### src/rtl/urv_wb_stage_pkg.sv
// Shared definitions for the uRV writeback stage: widths, load funct3 codes,
// FSM states and the register-file write payload.
package urv_wb_stage_pkg;

  localparam int unsigned XLEN   = 32;
  localparam int unsigned REG_W  = 5;
  localparam int unsigned FUN_W  = 3;
  localparam int unsigned ADDR_W = 2;
  localparam int unsigned ECC_W  = 7;

  localparam logic [FUN_W-1:0] FUN_LB  = 3'b000;
  localparam logic [FUN_W-1:0] FUN_LH  = 3'b001;
  localparam logic [FUN_W-1:0] FUN_LW  = 3'b010;
  localparam logic [FUN_W-1:0] FUN_LBU = 3'b100;
  localparam logic [FUN_W-1:0] FUN_LHU = 3'b101;

  typedef enum logic {
    ST_IDLE      = 1'b0,
    ST_LOAD_WAIT = 1'b1
  } wb_state_t;

  typedef struct packed {
    logic             store;
    logic [REG_W-1:0] rd;
    logic [XLEN-1:0]  value;
  } wb_write_t;

endpackage

### src/rtl/urv_wb_stage_if.sv
// Execute/data-memory side and register-file side of the writeback stage.
interface urv_wb_stage_if;
  import urv_wb_stage_pkg::*;

  logic              x_valid_i;
  logic              x_ready_o;
  logic [REG_W-1:0]  x_rd_i;
  logic              x_rd_write_i;
  logic [XLEN-1:0]   x_rd_value_i;
  logic              x_load_i;
  logic [FUN_W-1:0]  x_fun_i;
  logic [ADDR_W-1:0] x_dm_addr_i;
  logic              dm_load_done_i;
  logic [XLEN-1:0]   dm_data_l_i;
  logic              w_load_pending_o;
  logic [REG_W-1:0]  rf_rd_o;
  logic [XLEN-1:0]   rf_rd_value_o;
  logic [ECC_W-1:0]  rf_rd_ecc_o;
  logic              rf_rd_store_o;
  logic              w_bypass_rd_write_o;
  logic [XLEN-1:0]   w_bypass_rd_value_o;

  modport slave (
    input  x_valid_i, x_rd_i, x_rd_write_i, x_rd_value_i, x_load_i, x_fun_i,
           x_dm_addr_i, dm_load_done_i, dm_data_l_i,
    output x_ready_o, w_load_pending_o, rf_rd_o, rf_rd_value_o, rf_rd_ecc_o,
           rf_rd_store_o, w_bypass_rd_write_o, w_bypass_rd_value_o
  );

  modport master (
    output x_valid_i, x_rd_i, x_rd_write_i, x_rd_value_i, x_load_i, x_fun_i,
           x_dm_addr_i, dm_load_done_i, dm_data_l_i,
    input  x_ready_o, w_load_pending_o, rf_rd_o, rf_rd_value_o, rf_rd_ecc_o,
           rf_rd_store_o, w_bypass_rd_write_o, w_bypass_rd_value_o
  );
endinterface

### src/rtl/urv_ecc.sv
// 7-bit SEC-DED code over a 32-bit word: Hamming(38,32) check bits plus overall parity.
module urv_ecc (
  input  logic [31:0] dat_i,
  output logic [6:0]  ecc_o
);

  // Data bit i occupies codeword position 3,5,6,7,9,... (powers of two are check bits).
  function automatic logic [31:0] parity_mask(input int k);
    logic [31:0] m;
    int unsigned pos;
    m   = '0;
    pos = 2;
    for (int i = 0; i < 32; i++) begin
      pos = pos + 1;
      if ((pos & (pos - 1)) == 0) pos = pos + 1;
      m[i] = ((pos >> k) & 1) != 0;
    end
    return m;
  endfunction

  logic [5:0] hamming;

  for (genvar k = 0; k < 6; k++) begin : g_chk
    assign hamming[k] = ^(dat_i & parity_mask(k));
  end

  assign ecc_o = {^{dat_i, hamming}, hamming};

endmodule

### src/rtl/urv_wb_stage.sv
// uRV writeback stage: retires ALU results directly, waits for and aligns load data,
// and drives the register-file write port plus the W-stage bypass.
module urv_wb_stage
  import urv_wb_stage_pkg::*;
#(
  parameter int unsigned g_with_ecc = 0
) (
  input logic           clk_i,
  input logic           rst_n_i,
  urv_wb_stage_if.slave bus
);

  function automatic logic [XLEN-1:0] load_align(input logic [FUN_W-1:0]  fun,
                                                 input logic [ADDR_W-1:0] addr,
                                                 input logic [XLEN-1:0]   data);
    logic [7:0]  b;
    logic [15:0] h;
    b = data[{addr, 3'b000} +: 8];
    h = addr[1] ? data[31:16] : data[15:0];
    case (fun)
      FUN_LB:  return {{24{b[7]}}, b};
      FUN_LBU: return {24'b0, b};
      FUN_LH:  return {{16{h[15]}}, h};
      FUN_LHU: return {16'b0, h};
      default: return data;
    endcase
  endfunction

  wb_state_t         state, state_next;
  wb_write_t         wr_q, wr_next;
  logic              ready_q, ready_next;
  logic              pending_q, pending_next;
  logic [REG_W-1:0]  ld_rd, ld_rd_next;
  logic              ld_write, ld_write_next;
  logic [FUN_W-1:0]  ld_fun, ld_fun_next;
  logic [ADDR_W-1:0] ld_addr, ld_addr_next;
  logic [ECC_W-1:0]  ecc_q, ecc_next;

  always_ff @(posedge clk_i or negedge rst_n_i) begin
    if (!rst_n_i) state <= ST_IDLE;
    else          state <= state_next;
  end

  // Next state, latched load context and the next register-file write.
  always_comb begin
    state_next    = state;
    wr_next       = wr_q;
    wr_next.store = 1'b0;
    ld_rd_next    = ld_rd;
    ld_write_next = ld_write;
    ld_fun_next   = ld_fun;
    ld_addr_next  = ld_addr;
    unique case (state)
      ST_IDLE: begin
        if (bus.x_valid_i && ready_q) begin
          if (bus.x_load_i) begin
            ld_rd_next    = bus.x_rd_i;
            ld_write_next = bus.x_rd_write_i;
            ld_fun_next   = bus.x_fun_i;
            ld_addr_next  = bus.x_dm_addr_i;
            state_next    = ST_LOAD_WAIT;
          end else begin
            wr_next.rd    = bus.x_rd_i;
            wr_next.value = bus.x_rd_value_i;
            wr_next.store = bus.x_rd_write_i && (bus.x_rd_i != '0);
          end
        end
      end
      ST_LOAD_WAIT: begin
        if (bus.dm_load_done_i) begin
          wr_next.rd    = ld_rd;
          wr_next.value = load_align(ld_fun, ld_addr, bus.dm_data_l_i);
          wr_next.store = ld_write && (ld_rd != '0);
          state_next    = ST_IDLE;
        end
      end
    endcase
    ready_next   = (state_next == ST_IDLE);
    pending_next = (state_next == ST_LOAD_WAIT);
  end

  if (g_with_ecc != 0) begin : g_ecc
    urv_ecc u_ecc (.dat_i(wr_next.value), .ecc_o(ecc_next));
  end else begin : g_no_ecc
    assign ecc_next = '0;
  end

  always_ff @(posedge clk_i or negedge rst_n_i) begin
    if (!rst_n_i) begin
      wr_q      <= '0;
      ecc_q     <= '0;
      ready_q   <= 1'b1;
      pending_q <= 1'b0;
      ld_rd     <= '0;
      ld_write  <= 1'b0;
      ld_fun    <= '0;
      ld_addr   <= '0;
    end else begin
      wr_q      <= wr_next;
      ecc_q     <= ecc_next;
      ready_q   <= ready_next;
      pending_q <= pending_next;
      ld_rd     <= ld_rd_next;
      ld_write  <= ld_write_next;
      ld_fun    <= ld_fun_next;
      ld_addr   <= ld_addr_next;
    end
  end

  assign bus.x_ready_o           = ready_q;
  assign bus.w_load_pending_o    = pending_q;
  assign bus.rf_rd_o             = wr_q.rd;
  assign bus.rf_rd_value_o       = wr_q.value;
  assign bus.rf_rd_ecc_o         = ecc_q;
  assign bus.rf_rd_store_o       = wr_q.store;
  assign bus.w_bypass_rd_write_o = wr_q.store;
  assign bus.w_bypass_rd_value_o = wr_q.value;

endmodule

### src/flat_wrapper.sv
// flat-port wrapper written by rule: the top's interface ports become plain ports
module urv_wb_stage_flat import urv_wb_stage_pkg::*;
#(
  parameter int unsigned g_with_ecc = 0
)
  (clk_i, rst_n_i, bus_x_valid_i, bus_x_rd_i, bus_x_rd_write_i, bus_x_rd_value_i, bus_x_load_i, bus_x_fun_i, bus_x_dm_addr_i, bus_dm_load_done_i, bus_dm_data_l_i, bus_x_ready_o, bus_w_load_pending_o, bus_rf_rd_o, bus_rf_rd_value_o, bus_rf_rd_ecc_o, bus_rf_rd_store_o, bus_w_bypass_rd_write_o, bus_w_bypass_rd_value_o);
  urv_wb_stage_if bus_i ();
  input logic clk_i;
  input logic rst_n_i;
  input wire logic [$bits(bus_i.x_valid_i)-1:0] bus_x_valid_i;
  input wire logic [$bits(bus_i.x_rd_i)-1:0] bus_x_rd_i;
  input wire logic [$bits(bus_i.x_rd_write_i)-1:0] bus_x_rd_write_i;
  input wire logic [$bits(bus_i.x_rd_value_i)-1:0] bus_x_rd_value_i;
  input wire logic [$bits(bus_i.x_load_i)-1:0] bus_x_load_i;
  input wire logic [$bits(bus_i.x_fun_i)-1:0] bus_x_fun_i;
  input wire logic [$bits(bus_i.x_dm_addr_i)-1:0] bus_x_dm_addr_i;
  input wire logic [$bits(bus_i.dm_load_done_i)-1:0] bus_dm_load_done_i;
  input wire logic [$bits(bus_i.dm_data_l_i)-1:0] bus_dm_data_l_i;
  output wire logic [$bits(bus_i.x_ready_o)-1:0] bus_x_ready_o;
  output wire logic [$bits(bus_i.w_load_pending_o)-1:0] bus_w_load_pending_o;
  output wire logic [$bits(bus_i.rf_rd_o)-1:0] bus_rf_rd_o;
  output wire logic [$bits(bus_i.rf_rd_value_o)-1:0] bus_rf_rd_value_o;
  output wire logic [$bits(bus_i.rf_rd_ecc_o)-1:0] bus_rf_rd_ecc_o;
  output wire logic [$bits(bus_i.rf_rd_store_o)-1:0] bus_rf_rd_store_o;
  output wire logic [$bits(bus_i.w_bypass_rd_write_o)-1:0] bus_w_bypass_rd_write_o;
  output wire logic [$bits(bus_i.w_bypass_rd_value_o)-1:0] bus_w_bypass_rd_value_o;
  assign bus_i.x_valid_i = bus_x_valid_i;
  assign bus_i.x_rd_i = bus_x_rd_i;
  assign bus_i.x_rd_write_i = bus_x_rd_write_i;
  assign bus_i.x_rd_value_i = bus_x_rd_value_i;
  assign bus_i.x_load_i = bus_x_load_i;
  assign bus_i.x_fun_i = bus_x_fun_i;
  assign bus_i.x_dm_addr_i = bus_x_dm_addr_i;
  assign bus_i.dm_load_done_i = bus_dm_load_done_i;
  assign bus_i.dm_data_l_i = bus_dm_data_l_i;
  assign bus_x_ready_o = bus_i.x_ready_o;
  assign bus_w_load_pending_o = bus_i.w_load_pending_o;
  assign bus_rf_rd_o = bus_i.rf_rd_o;
  assign bus_rf_rd_value_o = bus_i.rf_rd_value_o;
  assign bus_rf_rd_ecc_o = bus_i.rf_rd_ecc_o;
  assign bus_rf_rd_store_o = bus_i.rf_rd_store_o;
  assign bus_w_bypass_rd_write_o = bus_i.w_bypass_rd_write_o;
  assign bus_w_bypass_rd_value_o = bus_i.w_bypass_rd_value_o;
  urv_wb_stage #(.g_with_ecc(g_with_ecc)) u_core (.clk_i(clk_i), .rst_n_i(rst_n_i), .bus(bus_i));
endmodule
### config.mk
export PLATFORM = sky130hd
export DESIGN_NAME = urv_wb_stage_flat
export DESIGN_NICKNAME = d
export VERILOG_FILES = /design/src/rtl/urv_wb_stage_pkg.sv /design/src/rtl/urv_wb_stage_if.sv /design/src/rtl/urv_ecc.sv /design/src/rtl/urv_wb_stage.sv /design/src/flat_wrapper.sv
export SDC_FILE = /design/constraint.sdc
export NUM_CORES = 1
export LEC_CHECK = 0
export ABC_AREA = 1
export CORE_AREA = 2 2 93 95
export CTS_CLUSTER_DIAMETER = 60
export DETAILED_ROUTE_END_ITERATION = 8
export DIE_AREA = 0 0 95 97
export GPL_TIMING_DRIVEN = 1
export PLACE_DENSITY = 0.85
export SYNTH_ARGS = -nofsm -noshare
export SYNTH_HDL_FRONTEND = slang
export SYNTH_HIERARCHICAL = 1
export SYNTH_SLANG_ARGS = --single-unit
### constraint.sdc
create_clock -name clk_i -period 1.9 [get_ports clk_i]
set_input_delay 0.38 -clock clk_i [delete_from_list [all_inputs] [get_ports clk_i]]
set_output_delay 0.38 -clock clk_i [all_outputs]
set_load 0.01 [all_outputs]
### Word level (Yosys, flattened, before mapping)

Index checks and enable logic that the tools add are counted.

| storage, ports and cells | value |
|---|---|
| bits in registers | 51 |
| input bits | 80 |
| output and inout bits | 80 |
| word-level logic and storage cells | 36 |

| cells by class | value |
|---|---|
| equality and inequality tests | 6 |
| shift-type cells | 1 |
| mux-type cells | 10 |
| bitwise gates (word level) | 2 |
| reductions and logical operators | 8 |

Operator list:

| kind | number |
|---|---|
| 32-bit case mux with 4 select lines | 1 |
| 38-bit two-way mux | 3 |
| 38-bit case mux with 2 select lines | 1 |
| 32-bit by 6-bit indexed part select with 8-bit output | 1 |
| 16-bit two-way mux | 1 |
| 5-bit nonzero test | 2 |
| 3-bit equality test, second input constant | 2 |
| 3-bit AND reduction | 2 |
| 2-bit inequality test, second input constant | 2 |
| 3-bit by 1-bit equality test with 1-bit output, second input constant | 1 |
| 1-bit logical AND | 3 |
| 3-bit zero test | 1 |
| 1-bit two-way mux | 3 |
| 2-bit by 1-bit inequality test with 1-bit output, second input constant | 1 |
| 1-bit NOT | 2 |
| 1-bit case mux with 2 select lines | 1 |

### Depth between registers and ports, before layout

| depth | value |
|---|---|
| depth in word-level cells | 5 |
| mapped depth | 9 |
| mapped depth without buffers | 8 |

### Least setup slack after synthesis

No wires, ideal clock.

| timing path | value |
|---|---|
| kind | register to register |
| start | register u_core.ready_q (netlist: u_core/bus.x_ready_o) |
| end | register u_core.wr_q (netlist bit u_core/bus.rf_rd_value_o[15]) |
| setup time | 0.117 ns |
| arrival | 1.349 ns |
| data required time | 1.783 ns |
| slack | 0.435 ns |
| stages on the path, launching flop included | 9 |
| path buffers | 1 |
| clock period less this slack | 1.465 ns |
| cell sequence | dfstp_2 -> nand2_1 -> nor3_4 -> nor2_4 -> buf_2 -> nand2_1 -> nand2_1 -> inv_1 -> nand2_1 |

| between the ends | value |
|---|---|
| cells in the longest elaborated chain, start to end | 3 |

RTL lines:

| item | RTL line | text |
|---|---|---|
| start: declaration | urv_wb_stage.sv:31 | `logic ready_q, ready_next;` |
| start signal: assignment | urv_wb_stage.sv:101 | `ready_q <= ready_next;` |
| 1-bit logical AND | urv_wb_stage.sv:55 | `if (bus.x_valid_i && ready_q) begin` |
| 2-bit by 1-bit inequality test with 1-bit output (no source line) | - |  |
| 3-bit AND reduction (no source line) | - |  |
| end signal: assignment | urv_wb_stage.sv:99 | `wr_q <= wr_next;` |
| end: declaration | urv_wb_stage.sv:30 | `wb_write_t wr_q, wr_next;` |

No other way between the ends.
A chain may end at the register's enable or synchronous reset.

### Final worst setup path

| timing path | value |
|---|---|
| start | register u_core.ready_q (netlist: u_core/bus.x_ready_o) |
| end | output bus_x_ready_o |

RTL lines:

| item | RTL line | text |
|---|---|---|
| end: declaration | flat_wrapper.sv:19 | `output wire logic [$bits(bus_i.x_ready_o)-1:0] bus_x_ready_o;` |

No word-level cell between the ends.

==> impl_metrics.tcl <==
set metrics [dict create \
    cts_buffer_depth 2 \
    cp_data_arrival_time_ns 1.38 \
    h-tree-depth 2 \
    crit_path_cell_trace "clkdlybuf4s50_1" \
    crit_slowest_cell "dfstp_2" \
    clkTransAtPathRegs_ns 0.10 \
    routabilityCongestion 0.882 \
    postSynthAreaPerCell_um2 6.48 \
    die_w_um 95 \
    criticalPathCategory "reg2out" \
    synth.top_cell.area_share_pct 37.7 \
    p_sw_share_pct 37.8 \
    seq_area_frac_synth_pct 38.5 \
    antenna_nets_post_route 0 \
    power.net_switching_mw 2.05 \
    die-area_um2 9220 \
    drc_errors 0 \
    final_core_util_pct 59.3 \
    antenna_found_initial 0 \
    synth.cell_area_um2 3320 \
    vias_per_cell 4.70 \
    setup.worst_path.end "bus_x_ready_o" \
    number_of_detailed_routing_iterations_run_before_antenna_repair 5 \
    timing.clock.skew_ns 0.00449 \
    port-buffer-count 152 \
    path_buf_inv 1 \
    critical_path.endpoint_type "output port" \
    insertedDiodeCount 0 \
    critPathRequiredTime_ns 1.52 \
    post_drt_wl_per_cell_um 13.1 \
    post_synth_num_cell_types 23 \
    final_critical_path_setup_slack_ns 0.136 \
    final.fill_count 761 \
    path_delay_family "flip-flops" \
    fin_area_um2 4830 \
    max_cap_viol_count 0 \
    dpl_cell_area_um2 4700 \
    cts-buffers-inserted 5 \
    globalRouteOverflowTotal 0 \
    hp-class "in2async" \
    drt_first_iter_violations 211 \
    regToRegStartpoint "u_core/bus.w_load_pending_o$_DFF_PN0_" \
    clock_network_fraction_of_total_power_pct 14.5 \
    starting_density_pct 40.8 \
    status "finished, final reports clean" \
    fin_crit_ns 1.76 \
    fin_setup_tns_ns 0 \
    min_period_over_period_pct 92.9 \
    grt_pass1_vias 3411 \
    fmaxAchievable_mhz 567 \
    reg2reg_depth 7 \
    first_pass_grt_wire_length_um 15500 \
    postSynth.asyncResetShare_pct 100 \
    areaGrowthSynthToFinish_pct 45.6 \
    synthTopCellsByCount "224 x nand2_1, 53 x inv_1, 50 x dfrtp_1" \
    grt_max_degree 38 \
    rsz0062_at_grt "false" \
    timing.final.setup_violations 0 \
    num_io_pins 160 \
    synth_ff_type "dfrtp_1" \
    cts.sink_count 51 \
    cp_max_fo 2 \
    synth.most_common_cell "nand2_1" \
    worstReg2RegEnd "u_core/bus.rf_rd_value_o[24]$_DFFE_PN0P_" \
    cts-resized-gates 0 \
    cell_internal_pwr_mw 3.38 \
    clock_tree.root_cell "clkbuf_8" \
    post_route_cells_drive_above_1_share_pct 5.22 \
    yosysWarningCount 6 \
    synth-seq-cells 51 \
    netlist_instances 512 \
    ff2ff_setup_slack_ns 0.26 \
    power-per-cell-area_nw_per_um2 1130 \
    grt_use_total_pct 20.8 \
    irDropWorstVdd_uv 515 \
    start_kind "flop" \
    placementRows 33 \
    clock_latency_late_sink_ns 0.31 \
    layout.nets 711 \
    netlist_top_cells_area "dfrtp_1 38%, nand2_1 25%, buf_4 9.3%" \
    worst_pin_slew_ns 0.817 \
    p_seq_share_pct 32.6 \
    synth.largest_area_cell "dfrtp_1" \
    setup_crit_start "u_core/bus.x_ready_o$_DFF_PN1_" \
    edff_count_synth 0 \
    hpwl_um 7560 \
    final_hold_vio_count 0 \
    pwr-share-comb_pct 52.9 \
    vias 3461 \
    core-area_um2 8130 \
    final.hold.worst_slack_ns 0.493 \
    stages_on_the_worst_setup_path 1 \
    detailedPlace.worstSlack_ns -0.128 \
    postRouteWirelength_um 9690 \
    die_y_um 97 \
    slew_violations 0 \
    slowest_stage_delay_on_critical_path_ns 0.55 \
    tritoncts "built" \
    static-leakage-power_nw 2.42 \
    max_slew_margin_pct 45.4 \
]
## layout make-up
cell class | instances | area (um2) | share of cell area, %
inverters | 58 | 218 | 4.51
well taps | 105 | 131 | 2.72
clock buffers | 5 | 68.8 | 1.43
multi-input cells | 350 | 1460 | 30.1
clock inverters | 3 | 47.5 | 0.985
repair buffers | 165 | 1630 | 33.7
flip-flops and latches | 51 | 1280 | 26.5
## layer usage
layer | GRT usage [%] | up-vias | part of all wire (%)
li1 | - | 1730 | -
met1 | 26.2 | 1555 | 40
met2 | 36.3 | 163 | 50
met3 | 4.67 | 13 | 9.1
met4 | 4.24 | 0 | 1.2
met5 | 0 | - | 0
## metrics by stage
stage	total power, mW	std cells
after floorplan	3.40	518
after global placement	4.58	728
after detailed placement	4.67	728
after CTS	5.47	737
after global routing	5.84	737
final	5.43	737
## kinds of logic (layout without fill, tap and decap cells)
group	Yosys count	count (layout)	share of synthesized area (%)
flops	51	51	38.5
simple gates	295	295	35.5
other cells	1	7	0.113
compound gates	48	48	7.62
buf+inv	117	231	18.3
## repair_timing
item / CTS / global route
endpoints found under the setup margin: 0 / 1
endpoints found under the hold margin: 12 / 0
buffers inserted: 0 / 0
hold buffers: 1 / 0
## power groups by stage
stage | registers [mW] | clock network (mW) | logic [mW]
global placement | 1.77 | 0 | 2.81
floorplan | 1.88 | 0 | 1.53
finish | 1.77 | 0.790 | 2.87
CTS | 1.77 | 0.809 | 2.89
global route | 1.82 | 0.854 | 3.17
detailed placement | 1.79 | 0 | 2.88
## state kept, by name, indices dropped and copies added, names as in the netlist
name,count
u_core/bus.rf_rd_o,5
u_core/ld_rd,5
u_core/bus.w_load_pending_o,1
u_core/bus.rf_rd_value_o,32
u_core/bus.rf_rd_store_o,1
u_core/ld_write,1
u_core/bus.x_ready_o,1
u_core/ld_addr,2
u_core/ld_fun,3
## worst min path at each step
stage | to | start | slack [ns]
2_1_floorplan | u_core/bus.rf_rd_o[0]$_DFFE_PN0P_ | rst_n_i | 0.08
3_3_place_gp | u_core/ld_rd[0]$_DFFE_PN0P_ | rst_n_i | 0.30
3_5_place_dp | u_core/ld_rd[1]$_DFFE_PN0P_ | rst_n_i | 0.30
4_1_cts | u_core/ld_rd[0]$_DFFE_PN0P_ | rst_n_i | 0.49
5_1_grt | u_core/ld_rd[1]$_DFFE_PN0P_ | rst_n_i | 0.50
6_report | u_core/ld_rd[1]$_DFFE_PN0P_ | rst_n_i | 0.49
## cells in the final DEF (no fill, tap or decap), types with 2 or more instances in the layout
| master | instances |
|---|---|
| nand3b_1 | 2 |
| nand2_2 | 2 |
| inv_1 | 53 |
| clkbuf_8 | 5 |
| nand2_1 | 224 |
| dfrtp_1 | 50 |
| o211ai_1 | 5 |
| nand3_1 | 18 |
| inv_2 | 5 |
| a21oi_1 | 21 |
| conb_1 | 7 |
| nor2_1 | 43 |
| o21ai_0 | 21 |
| clkdlybuf4s50_1 | 151 |
| buf_4 | 11 |
Power figures use the tool's default switching activity.
